**src/rtl/ppgen_skid_12b.sv**
```systemverilog
// rtl/ppgen_skid_12b.sv - registered 12x12 partial-product generator with 2-entry skid buffer
module ppgen_skid_12b #(
    parameter int W     = 12,
    parameter int TAG_W = 4
) (
    input  logic                 clk,
    input  logic                 rst_n,
    input  logic                 in_valid,
    output logic                 in_ready,
    input  logic [W-1:0]         in_a,
    input  logic [W-1:0]         in_b,
    input  logic [TAG_W-1:0]     in_tag,
    output logic                 out_valid,
    input  logic                 out_ready,
    output logic [W*W-1:0]       out_pp,
    output logic [TAG_W-1:0]     out_tag,
    output logic                 out_zero,
    output logic [15:0]          txn_cnt
);

    typedef enum logic [1:0] {
        EMPTY = 2'd0,
        ONE   = 2'd1,
        TWO   = 2'd2
    } occ_t;

    occ_t               occ;
    logic [W*W-1:0]     new_pp;
    logic               new_zero;
    logic [W*W-1:0]     skid_pp;
    logic [TAG_W-1:0]   skid_tag;
    logic               skid_zero;
    logic               in_fire;
    logic               out_fire;

    // Row i of the AND array is in_a gated by bit i of in_b.
    always_comb begin
        new_pp = '0;
        for (int i = 0; i < W; i++) begin
            for (int j = 0; j < W; j++) begin
                new_pp[W*i+j] = in_a[j] & in_b[i];
            end
        end
    end

    assign new_zero = (in_a == '0) | (in_b == '0);
    assign in_fire  = in_valid & in_ready;
    assign out_fire = out_valid & out_ready;

    // in_ready and out_valid are registered alongside occupancy so neither
    // depends combinationally on out_ready.
    always_ff @(posedge clk or negedge rst_n) begin
        if (!rst_n) begin
            occ       <= EMPTY;
            in_ready  <= 1'b1;
            out_valid <= 1'b0;
            out_pp    <= '0;
            out_tag   <= '0;
            out_zero  <= 1'b0;
            skid_pp   <= '0;
            skid_tag  <= '0;
            skid_zero <= 1'b0;
            txn_cnt   <= 16'd0;
        end else begin
            if (out_fire) begin
                txn_cnt <= txn_cnt + 16'd1;
            end
            case (occ)
                EMPTY: begin
                    if (in_fire) begin
                        out_pp    <= new_pp;
                        out_tag   <= in_tag;
                        out_zero  <= new_zero;
                        out_valid <= 1'b1;
                        occ       <= ONE;
                    end
                end
                ONE: begin
                    if (in_fire && !out_fire) begin
                        skid_pp   <= new_pp;
                        skid_tag  <= in_tag;
                        skid_zero <= new_zero;
                        in_ready  <= 1'b0;
                        occ       <= TWO;
                    end else if (in_fire) begin
                        out_pp    <= new_pp;
                        out_tag   <= in_tag;
                        out_zero  <= new_zero;
                    end else if (out_fire) begin
                        out_valid <= 1'b0;
                        occ       <= EMPTY;
                    end
                end
                TWO: begin
                    if (out_fire) begin
                        out_pp    <= skid_pp;
                        out_tag   <= skid_tag;
                        out_zero  <= skid_zero;
                        in_ready  <= 1'b1;
                        occ       <= ONE;
                    end
                end
                default: begin
                    occ       <= EMPTY;
                    in_ready  <= 1'b1;
                    out_valid <= 1'b0;
                end
            endcase
        end
    end

endmodule

```
**config.mk**
```make
export PLATFORM = sky130hd
export DESIGN_NAME = ppgen_skid_12b
export DESIGN_NICKNAME = d
export VERILOG_FILES = /design/src/rtl/ppgen_skid_12b.sv
export SDC_FILE = /design/constraint.sdc
export NUM_CORES = 1
export LEC_CHECK = 0
export ABC_CLOCK_PERIOD_IN_PS = 2750
export CORE_MARGIN = 10
export CORE_UTILIZATION = 40
export DETAILED_ROUTE_END_ITERATION = 16
export PLACE_DENSITY = 0.62
export SETUP_SLACK_MARGIN = 0.05
export SLEW_MARGIN = 10
export SYNTH_ARGS = -nofsm -noshare
export SYNTH_HDL_FRONTEND = slang
export SYNTH_SLANG_ARGS = --single-unit
```
**constraint.sdc**
```tcl
create_clock -name clk -period 2.75 [get_ports clk]
set_input_delay 0.825 -clock clk [delete_from_list [all_inputs] [get_ports clk]]
set_output_delay 0.825 -clock clk [all_outputs]
set_load 0.02 [all_outputs]
```
==> impl_results.md <==
* Outcome: complete, no violations
* TNS Setup at 0 ns
* Hold buffers post-CTS at 0
* Met1 GRT Util at 24.5%
* Maximum clock frequency at 401 MHz
* Fill cells at 3075
* CTS tree: yes
* P_sw at 0.00212 W
* Die width at 204 um
* Synth top area share at 58.7%
* Via/cell ratio at 4.99
* Post-route ant nets at 0
* Ratio of final minimum period to clock period at 90.7%
* CP max-delay cell: clkdlybuf4s50_1
* Chip height at 204 um
* Cells after Synth at 1544
* Setup Skew at 0.00891 ns
* Cell Area, Synth at 13500 um^2
* GRT Total Usage at 18.1%
* Warnings, synthesis at 0
* Cell Chain, Critical Path: clkdlybuf4s50_1
* DRC at 0
* Clock Tree Root: clkbuf_16
* Inserted Diodes at 0
* Initial antenna violation count at 0
* Fin. max-slew vios at 0
* Worst endpoint required time at 1.93 ns
* DRT iter0 DRCs at 778
* Starting density of the core at 40.4%
* Ys async rst share at 100%
* Crit start category: register
* Initial DRT Pass Iterations at 5
* IR drop worst, VDD at 0.370 mV
* Die area at 41500 um^2
* Seq cells post-synth at 318
* Dominant cell type by area after synthesis: dfrtp_1
* Register area share after synthesis at 58.9%
* Wire per inst at 17.3 um
* Vias in the first global route at 10661
* Largest net degree at the start of global routing at 161
* Cts repair resizes at 0
* Vias post-DR at 10913
* Clock power share at 48.7%
* Reg power frac at 47.5%
* Gr ovfl total at 0
* Worst path buffer plus inverter count at 1
* Final Hold Fails at 0
* Internal at 0.00773 W
* Clock Latency Late Sink at 0.50 ns
* Max incr delay on CP at 0.61 ns
* Max_cap viols at 0
* Post-CTS setup buffers at 0
* Cell Rows at 67
* Synth unique cells at 34
* Most frequent cells after synthesis: 450 x nand2_1, 317 x dfrtp_1, 245 x o21ai_0, 152 x nor2_1, 149 x a21oi_1
* Fin util at 51.5%
* Comb pwr share at 3.8%
* GRT met2 Usage at 29.2%
* Avg Cell Area, Syn at 8.75 um^2
* Final net count at 1748
* Core area at 33400 um^2
* Area grow syn2layout at 27.5%
* Dpl cells at 2125
* Switching Share at 21.5%
* # clock sinks at 318
* CP Class: reg2out
* Worst hold path class: in2async
* Non-filler instance count after layout at 2185
* H-tree level count at 2
* Fin crit period at 2.50 ns
* Crit path DAT at 1.67 ns
* Port bufs at 198
* CTS clk-pin slew, worst paths at 0.06 ns
* Slew @ Worst Pin at 0.651 ns
* Synth Flop Type: dfrtp_1
* LEAKAGE at 7.43 nW
* Busiest grt layer: met2
* Synth Net Count at 1577
* Cell Pwr Density at 571 nW/um^2
* Clock buffer depth at 3
* Share of cells above drive strength 1 at 7.14%
* I/O Pins at 199
* RSZ-0062 raised after global routing: false
* Total Wirelength at 37900 um
* Total CTS buffers at 36
* Kind of cell adding the most delay to the critical path: buffers and inverters
* Most frequent cell after synthesis: nand2_1
* Top cells by area, synth: dfrtp_1 59%, nand2_1 12%, o21ai_0 9.1%, a21oi_1 5.5%, nor2_1 4.2%
* First-pass GRT wire length at 60300 um
* Worst-path fanout max at 5
* Critical path capture point type: output port
* Met3 usage at 3.23%
* Count of final setup violators at 0
* Post-synth EDFFs at 0
* Slew HR at 56.6%
* Post-DP HPWL at 24900 um
* R2R Setup Slk at 0.87 ns
* Routability cong. at 0.767
[per-stage QoR]
stage	hold slack (ns)	setup slack [ns]	area (um^2)	power (W)
after floorplan	0.450	0.806	13500	0.00487
after global placement	0.460	0.249	16100	0.00514
after detailed placement	0.470	0.189	16100	0.00515
after CTS	0.264	0.225	17200	0.00996
after global routing	0.274	0.180	17200	0.0102
final	0.258	0.255	17200	0.00985
[worst paths after layout]
| check | start | cells past startpoint | endpoint |
|---|---|---|---|
| worst max-delay path | in_ready | 1 | in_ready |
| worst max register to register | occ[1] | 5 | out_pp[128] |
| max in group asynchronous | rst_n | 2 | out_pp[89] |
| min in group clk | txn_cnt[15] | 1 | txn_cnt[15] |
| worst min register to register | txn_cnt[15] | 1 | txn_cnt[15] |
| worst min-delay path | rst_n | 1 | out_pp[6] |
[placed cells by master (no fill, tap or decap), drive strengths merged, types with 7 or more instances in the layout]
master           n
clkbuf          51
buf             59
nand2          450
o21ai          294
dfrtp          317
clkdlybuf4s50  197
nor4             7
xnor2            9
nor2           152
a21oi          149
[power groups by stage]
stage	combinational (W)	clock (W)	sequential, W
2_1_floorplan	0.000103	0	0.00477
3_3_place_gp	0.000379	0	0.00476
3_5_place_dp	0.000384	0	0.00476
4_1_cts	0.000385	0.00490	0.00468
5_1_grt	0.000420	0.00510	0.00468
6_report	0.000377	0.00479	0.00468
[final cells by class]
| cell class | instances | area [um^2] | area share (%) |
|---|---|---|---|
| clock buffers | 51 | 1060 | 6.14 |
| clock inverters | 9 | 123 | 0.711 |
| well taps | 448 | 561 | 3.25 |
| multi-input cells | 1103 | 4950 | 28.7 |
| flip-flops and latches | 318 | 7960 | 46.2 |
| repair buffers | 256 | 2580 | 15.0 |
[flip-flops by register name, indices dropped and copies added (netlist names)]
signal and cells:
in_ready 1, occ 2, out_tag 4, out_pp 144
skid_pp 144, skid_zero 1, txn_cnt 16, skid_tag 4
out_valid 1, out_zero 1
[logic make-up after synthesis]
logic type | synth area share (%)
muxes | 0.630
AOI/OAI and AO/OA | 16.8
and+or+nand+nor | 18.0
DFF | 58.9
buffers and inverters | 4.59
adders and majority gates | 0.0926
xor gates and xnor gates | 0.972
[routing by layer]
| metal | wire length [um] | part of all wire [%] | vias up |
|---|---|---|---|
| li1 | - | - | 5450 |
| met1 | 17100 | 45 | 5142 |
| met2 | 17900 | 47 | 264 |
| met3 | 1970 | 5.2 | 57 |
| met4 | 864 | 2.3 | 0 |
| met5 | 0 | 0 | - |
(Power assumes the default switching activity.)
